===== src/rtl/uart_baud_tx.sv =====
// UART transmit path: integer baud and oversample tick generators feeding a
// start / data (LSB first) / optional parity / stop frame serializer.
// The serial line is driven from a register so it never glitches.
module uart_baud_tx #(
    parameter int   CLK_FREQ_HZ  = 100_000_000,
    parameter int   BAUD_RATE    = 115200,
    parameter int   OVERSAMPLING = 16,
    parameter int   DATA_BITS    = 8,
    parameter logic PARITY_EN    = 1'b0,
    parameter logic PARITY_TYPE  = 1'b0,
    parameter int   STOP_BITS    = 1
) (
    input  logic                 clk,
    input  logic                 rst_n,
    input  logic                 enable,
    input  logic                 tx_start,
    input  logic                 cts,
    input  logic [DATA_BITS-1:0] tx_data,
    output logic                 tx_out,
    output logic                 tx_busy,
    output logic                 tx_done,
    output logic                 tick,
    output logic                 tick_16x
);

    // Divisors rounded to the nearest integer at elaboration time.
    localparam int DIV   = (CLK_FREQ_HZ + BAUD_RATE / 2) / BAUD_RATE;
    localparam int DIV16 = (CLK_FREQ_HZ + (BAUD_RATE * OVERSAMPLING) / 2)
                           / (BAUD_RATE * OVERSAMPLING);
    localparam int CW    = (DIV > 1) ? $clog2(DIV) : 1;
    localparam int CW16  = (DIV16 > 1) ? $clog2(DIV16) : 1;
    localparam int IDXW  = $clog2(DATA_BITS);

    localparam logic [CW-1:0]   DIV_LAST   = CW'(DIV - 1);
    localparam logic [CW16-1:0] DIV16_LAST = CW16'(DIV16 - 1);
    localparam logic [IDXW-1:0] IDX_LAST   = IDXW'(DATA_BITS - 1);
    localparam logic            STOP_LAST  = 1'(STOP_BITS - 1);

    typedef enum logic [2:0] {
        S_IDLE,
        S_START,
        S_DATA,
        S_PARITY,
        S_STOP
    } state_t;

    state_t                state_q, state_d;
    logic [CW-1:0]         baud_cnt_q, baud_cnt_d;
    logic [CW16-1:0]       os_cnt_q, os_cnt_d;
    logic [DATA_BITS-1:0]  shift_q, shift_d;
    logic [IDXW-1:0]       idx_q, idx_d;
    logic                  stop_q, stop_d;
    logic                  par_q, par_d;
    logic                  tx_out_q, tx_out_d;
    logic                  done_q, done_d;
    logic                  baud_clr;

    // Strobes decode straight off the counters; a disabled generator never ticks.
    assign tick     = enable && (baud_cnt_q == DIV_LAST);
    assign tick_16x = enable && (os_cnt_q == DIV16_LAST);

    assign tx_out  = tx_out_q;
    assign tx_busy = (state_q != S_IDLE);
    assign tx_done = done_q;

    // Baud and oversample counters; accepting a frame realigns the baud phase.
    always_comb begin
        baud_cnt_d = baud_cnt_q + CW'(1);
        os_cnt_d   = os_cnt_q + CW16'(1);
        if (!enable || baud_clr || tick) begin
            baud_cnt_d = '0;
        end
        if (!enable || tick_16x) begin
            os_cnt_d = '0;
        end
    end

    // Frame sequencing and the value the line will carry next cycle.
    always_comb begin
        state_d  = state_q;
        shift_d  = shift_q;
        idx_d    = idx_q;
        stop_d   = stop_q;
        par_d    = par_q;
        baud_clr = 1'b0;
        done_d   = 1'b0;
        tx_out_d = 1'b1;

        unique case (state_q)
            S_IDLE: begin
                if (tx_start && cts) begin
                    shift_d  = tx_data;
                    par_d    = (^tx_data) ^ PARITY_TYPE;
                    idx_d    = '0;
                    stop_d   = 1'b0;
                    baud_clr = 1'b1;
                    state_d  = S_START;
                end
            end
            S_START: begin
                if (tick) begin
                    state_d = S_DATA;
                end
            end
            S_DATA: begin
                if (tick) begin
                    shift_d = shift_q >> 1;
                    if (idx_q == IDX_LAST) begin
                        state_d = PARITY_EN ? S_PARITY : S_STOP;
                    end else begin
                        idx_d = idx_q + IDXW'(1);
                    end
                end
            end
            S_PARITY: begin
                if (tick) begin
                    state_d = S_STOP;
                end
            end
            S_STOP: begin
                if (tick) begin
                    if (stop_q == STOP_LAST) begin
                        state_d = S_IDLE;
                        done_d  = 1'b1;
                    end else begin
                        stop_d = stop_q + 1'b1;
                    end
                end
            end
            default: state_d = S_IDLE;
        endcase

        unique case (state_d)
            S_START:  tx_out_d = 1'b0;
            S_DATA:   tx_out_d = shift_d[0];
            S_PARITY: tx_out_d = par_d;
            default:  tx_out_d = 1'b1;
        endcase
    end

    // Control state, counters and the registered line output.
    always_ff @(posedge clk or negedge rst_n) begin
        if (!rst_n) begin
            state_q    <= S_IDLE;
            baud_cnt_q <= '0;
            os_cnt_q   <= '0;
            idx_q      <= '0;
            stop_q     <= 1'b0;
            tx_out_q   <= 1'b1;
            done_q     <= 1'b0;
        end else begin
            state_q    <= state_d;
            baud_cnt_q <= baud_cnt_d;
            os_cnt_q   <= os_cnt_d;
            idx_q      <= idx_d;
            stop_q     <= stop_d;
            tx_out_q   <= tx_out_d;
            done_q     <= done_d;
        end
    end

    // Payload and parity are only consumed after being loaded, so no reset.
    always_ff @(posedge clk) begin
        shift_q <= shift_d;
        par_q   <= par_d;
    end

endmodule


===== config.mk =====
export PLATFORM = sky130hd
export DESIGN_NAME = uart_baud_tx
export DESIGN_NICKNAME = d
export VERILOG_FILES = /design/src/rtl/uart_baud_tx.sv
export SDC_FILE = /design/constraint.sdc
export NUM_CORES = 1
export LEC_CHECK = 0
export ABC_CLOCK_PERIOD_IN_PS = 2900
export BUFFER_PORTS_ARGS = -buffer_cell sky130_fd_sc_hd__buf_4
export CORE_MARGIN = 2
export CORE_UTILIZATION = 50
export CTS_CLUSTER_SIZE = 12
export DETAILED_ROUTE_END_ITERATION = 6
export GPL_TIMING_DRIVEN = 0
export PLACE_DENSITY = 0.7
export SYNTH_ARGS = -nofsm -noshare
export SYNTH_HDL_FRONTEND = slang
export SYNTH_SLANG_ARGS = --single-unit

===== constraint.sdc =====
create_clock -name clk -period 2.9 [get_ports clk]
set_input_delay 0.145 -clock clk [delete_from_list [all_inputs] [get_ports clk]]
set_output_delay 0.145 -clock clk [all_outputs]
set_load 0.005 [all_outputs]

# Yosys cells after proc, flatten, opt, wreduce, memory -nomap -nowiden
# Index checks and enable logic that the tools add are counted.
dict set report word_totals {
  reg_bits 34
  latch_bits 0
  memories 0
  out_inout_bits 5
  mem_bits_rw 0
  mem_bits_ro 0
  in_bits 13
  word_cells 72
}
dict set report op_classes {
  muxes 29
  bitwise_logic 0
  mul 0
  div 0
  magnitude_cmp 0
  addsub 4
  n_reduce_logical 15
  eq_ne 14
  shift 0
}
# op n
set op_table {}
lappend op_table {{$mux W3} 10}
lappend op_table {{$mux W8} 2}
lappend op_table {{$pmux W8 S2} 1}
lappend op_table {{$pmux W3 S5} 1}
lappend op_table {{$eq A3 B2 Y1 const B} 4}
lappend op_table {{$add A10 B1 Y10 const B} 1}
lappend op_table {{$eq A10 B10 Y1 const B} 1}
lappend op_table {{$mux W1} 10}
lappend op_table {{$mux W10} 1}
lappend op_table {{$ne A2 B2 Y1 const B} 4}
lappend op_table {{$reduce_xor A8 Y1} 1}
lappend op_table {{$add A6 B1 Y6 const B} 1}
lappend op_table {{$eq A3 B1 Y1 const B} 2}
lappend op_table {{$eq A3 B3 Y1 const B} 2}
lappend op_table {{$eq A6 B6 Y1 const B} 1}
lappend op_table {{$mux W6} 1}
lappend op_table {{$pmux W3 S2} 1}
lappend op_table {{$reduce_and A3 Y1} 2}
lappend op_table {{$reduce_and A4 Y1} 1}
lappend op_table {{$reduce_bool A2 Y1} 2}
lappend op_table {{$add A3 B1 Y3 const B} 1}
lappend op_table {{$logic_and A1 B1 Y1} 3}
lappend op_table {{$logic_not A3 Y1} 1}
lappend op_table {{$logic_or A1 B1 Y1} 3}
lappend op_table {{5 further kinds} 5}

# Longest topological paths before layout
dict set report logic_depth {
  ltp_word 6
  ltp_mapped 6
  mapped_depth_nobuf 6
}

# Least setup slack after synthesis
# Ideal clock, no wire load.
dict set report synth_timing {
  path_type {reg2reg}
  startpoint {register baud_cnt_q[0]}
  endpoint {register shift_q[1] (enable)}
  setup_slack_ps 877
  n_path_buf 0
  arrival_ps 1645
  stages_incl_launch_ff 5
  required_ps 2523
  period_less_slack_ps 2023
  setup_time_ps 377
  cell_sequence {dfrtp_1 > ha_1 > nor4b_1 > nand3_2 > o21ai_1}
}
dict set report synth_between {
  elab_chain_cells 4
}
# item line_no
set synth_lines {}
lappend synth_lines {{start, declared} 48} ;# logic [CW-1:0] baud_cnt_q, baud_cnt_d;
lappend synth_lines {{start signal, assigned} 153} ;# baud_cnt_q <= baud_cnt_d;
lappend synth_lines {{$eq A10 B10 Y1} 59} ;# assign tick = enable && (baud_cnt_q == DIV_LAST);
lappend synth_lines {{$logic_and A1 B1 Y1} 59}
lappend synth_lines {{$ne A2 B2 Y1 (no source line)} n/a}
lappend synth_lines {{$reduce_and A3 Y1 (no source line)} n/a}
lappend synth_lines {{end signal, assigned} 164} ;# shift_q <= shift_d;
lappend synth_lines {{end, declared} 50} ;# logic [DATA_BITS-1:0] shift_q, shift_d;
# Every way passes these cells.
# A chain may end at the register's enable or synchronous reset.

# Worst setup path after layout
dict set report layout_timing {
  startpoint {register baud_cnt_q[0]}
  endpoint {register shift_q[6] (enable)}
}
# Same word-level chain as after synthesis.

==> summary.md <==
| Metric | Value |
|---|---|
| Max Freq | `403 MHz` |
| Max Root-Sink Buffers | `2` |
| # setup viols final | `0` |
| Max cap viols | `0` |
| Slowest CP cell | `o21ai_1` |
| Slew Limit Fails | `0` |
| CP Launch Type | `flop` |
| Slew @ Worst Pin | `0.942 ns` |
| CTS sink cnt | `33` |
| Drt total wl | `3160 um` |
| Area growth syn-to-layout | `16.2%` |
| Nets | `201` |
| First-pass GRT wire length | `5600 um` |
| Via count normalized by instance count | `5.39` |
| Post-synth top area share | `34.1%` |
| Final period util | `85.6%` |
| DR vias | `1239` |
| Util after Layout | `59.8%` |
| Register bit total from synthesis | `33` |
| Die W | `62.1 um` |
| Port bufs | `17` |
| Critical-path cell list | `ha_1 > nor4b_1 > nand3_2 > o21ai_1` |
| Final WS setup | `0.418 ns` |
| Post-Syn Area | `1690 sq um` |
| Worst skew pair latency | `0.33 ns` |
| Row count | `21` |
| Post-synth EDFFs | `7` |
| Core area | `3280 sq um` |
| Rel. slew slack | `36.8%` |
| CP peak stage delay | `0.79 ns` |
| Seq pwr share | `53.5%` |
| Critical-path maximum fanout | `11` |
| RSZ-0062 raised after global routing | `false` |
| Outcome | `finished clean` |
| Post-synthesis cell count | `158` |
| Synth top cells by count | `nor2_1 (25), dfrtp_1 (23), xnor2_1 (11), nand3_1 (10), xor2_1 (8)` |
| Cell family with most CP delay | `compound AO/OA/AOI/OAI gates` |
| Fin. Hold Viols | `0` |
| Crit path time final | `2.48 ns` |
| Worst Setup End Kind | `flop` |
| I/O pins | `18` |
| WHS | `0.0588 ns` |
| Pin count of the biggest net entering global routing | `25` |
| Critical path class | `flop to flop` |
| Worst EP required | `2.87 ns` |
| Final ANT Viol Nets | `0` |
| TNS Setup | `0 ns` |
| Initial core utilization | `51.4%` |
| Sw Ratio | `24.3%` |
| Gpl congestion | `0.813` |
| Worst-case clock skew | `0.0103 ns` |
| Power per Cell Area | `505 nW/um^2` |
| Largest area contributor in the netlist | `dfrtp_1` |
| Most numerous cell in the Yosys netlist | `nor2_1` |
| Diode count | `0` |
| Count of unique library cells instantiated by Yosys | `44` |
| DRC violations left | `0` |
| Average wire per standard cell | `13.7 um` |
| Syn_area_per_cell | `10.7 sq um` |
| Synth Flop Type | `dfrtp_1` |
| TritonCTS clock tree | `built` |
| Initial antenna violation count | `0` |
| Die Span Y | `62.1 um` |
| Clk pin slew, worst setup/hold paths | `0.10 ns` |
| Number of CTS-inserted buffers | `5` |
| Total gr overflow | `0` |
| Async set-or-reset flop fraction in the synthesized netlist | `72.7%` |
| Post-DP HPWL | `2290 um` |
| Synth area leaders | `dfrtp_1 (34%), edfxtp_1 (12%), xnor2_1 (5.7%)` |
| Static Leakage | `0.859 nW` |
| Layout cells sized above 1 | `23.4%` |
| Internal power | `749 uW` |
| Switching pwr | `241 uW` |
| H-tree Lvls | `2` |
| CP bufs+invs | `0` |
| Initial DRC Count | `54` |
| Max IR drop VDD | `0.333 mV` |
| First drt pass iteration count | `4` |
| Global Route Usage Sum | `18.3%` |
| Die area | `3860 sq um` |
| Vias in the first global route | `1316` |
| Worst hold path class | `primary input to flop` |
| Clock power share | `33.8%` |
| Warnings from Yosys | `0` |
| Setup Fix Bufs, Post-CTS | `0` |
| Combinational Power Share | `12.7%` |
| WP data arrival | `2.45 ns` |
| Mapped Nets | `176` |
| Seq/Total Area, Yosys | `50.4%` |
| Setup WS pre-CTS | `0.421 ns` |
| CTS root buffer | `clkbuf_4` |
[layer usage]
layer	GRT usage, %	vias up	wire, um
met3	6.16	6	115
li1	-	611	-
met5	0	-	0
met1	20.2	599	1350
met4	8.33	0	65
met2	31.8	23	1630
[worst min-delay path, stage by stage]
cell	delay, ns
buf_4	0.09
a22oi_1	0.07
o21ai_0	0.06
[cells by family (layout without fill, tap and decap cells)]
| group | Yosys count | in the layout | synth area share, % |
|---|---|---|---|
| adder cells (fa/ha/maj) | 5 | 5 | 3.70 |
| AND/OR/NAND/NOR | 65 | 65 | 21.3 |
| XOR/XNOR | 19 | 19 | 9.85 |
| AO/OA/AOI/OAI | 24 | 24 | 11.1 |
| multiplexers | 1 | 1 | 0.593 |
| flip-flops | 33 | 33 | 50.4 |
| buffers and inverters | 11 | 37 | 2.96 |
[placed cells by master, fill, tap and decap left out, types with 3 or more instances in the layout]
cell      synthesis  final
nor2_1           25     25
dfrtp_1          23     23
buf_4             0     17
xnor2_1          11     11
nand3_1          10     10
xor2_1            8      8
inv_1             7      7
nand2_1           7      7
edfxtp_1          7      7
o21ai_0           6      6
a22o_2            5      5
ha_1              5      5
clkbuf_4          0      5
o211ai_1          4      4
nand4_1           3      3
[path summary, 6_finish.rpt]
path                                from          end  slack (ns)  cells past startpoint
max                        baud_cnt_q[0]   shift_q[6]        0.42                      4
min                           tx_data[0]   shift_q[0]        0.06                      3
max reg2reg                baud_cnt_q[0]   shift_q[6]        0.42                      4
min reg2reg                        par_q        par_q        0.47                      2
max in group asynchronous          rst_n       tx_out        2.37                      2
min in group asynchronous          rst_n  os_cnt_q[2]        0.23                      2
[stage by stage]
stage                     instances  power (mW)  cell area, sq um
after floorplan                 158       0.615              1690
after global placement          221       0.661              1870
after detailed placement        221       0.666              1870
after CTS                       230        1.00              1960
after global routing            230        1.05              1960
final                           230       0.991              1960
[layout make-up]
cell class | count | area, sq um
plain buffers | 3 | 20.0
clock buffers | 5 | 37.5
clock inverters | 3 | 41.3
fillers | 288 | 1320
inverters | 8 | 30.0
multi-input cells | 114 | 787
flip-flops and latches | 33 | 852
well taps | 46 | 57.6
repair buffers | 18 | 138
[registers in the layout (all words and copies together), names as in the netlist]
name and cells:
tx_done 1, shift_q 8, baud_cnt_q 10, tx_out 1
par_q 1, idx_q 3, state_q 3, os_cnt_q 6
[power by group through the flow]
stage               clock, mW  sequential (mW)  combinational [mW]
floorplan                   0            0.535              0.0802
global placement            0            0.537               0.123
detailed placement          0            0.540               0.126
CTS                     0.347            0.530               0.127
global route            0.365            0.535               0.146
finish                  0.335            0.530               0.126
[what timing repair did]
action,CTS,global route
endpoints found under the hold margin,24,0
hold buffers,1,0
resized for setup,0,0
Power figures use the tool's default switching activity.
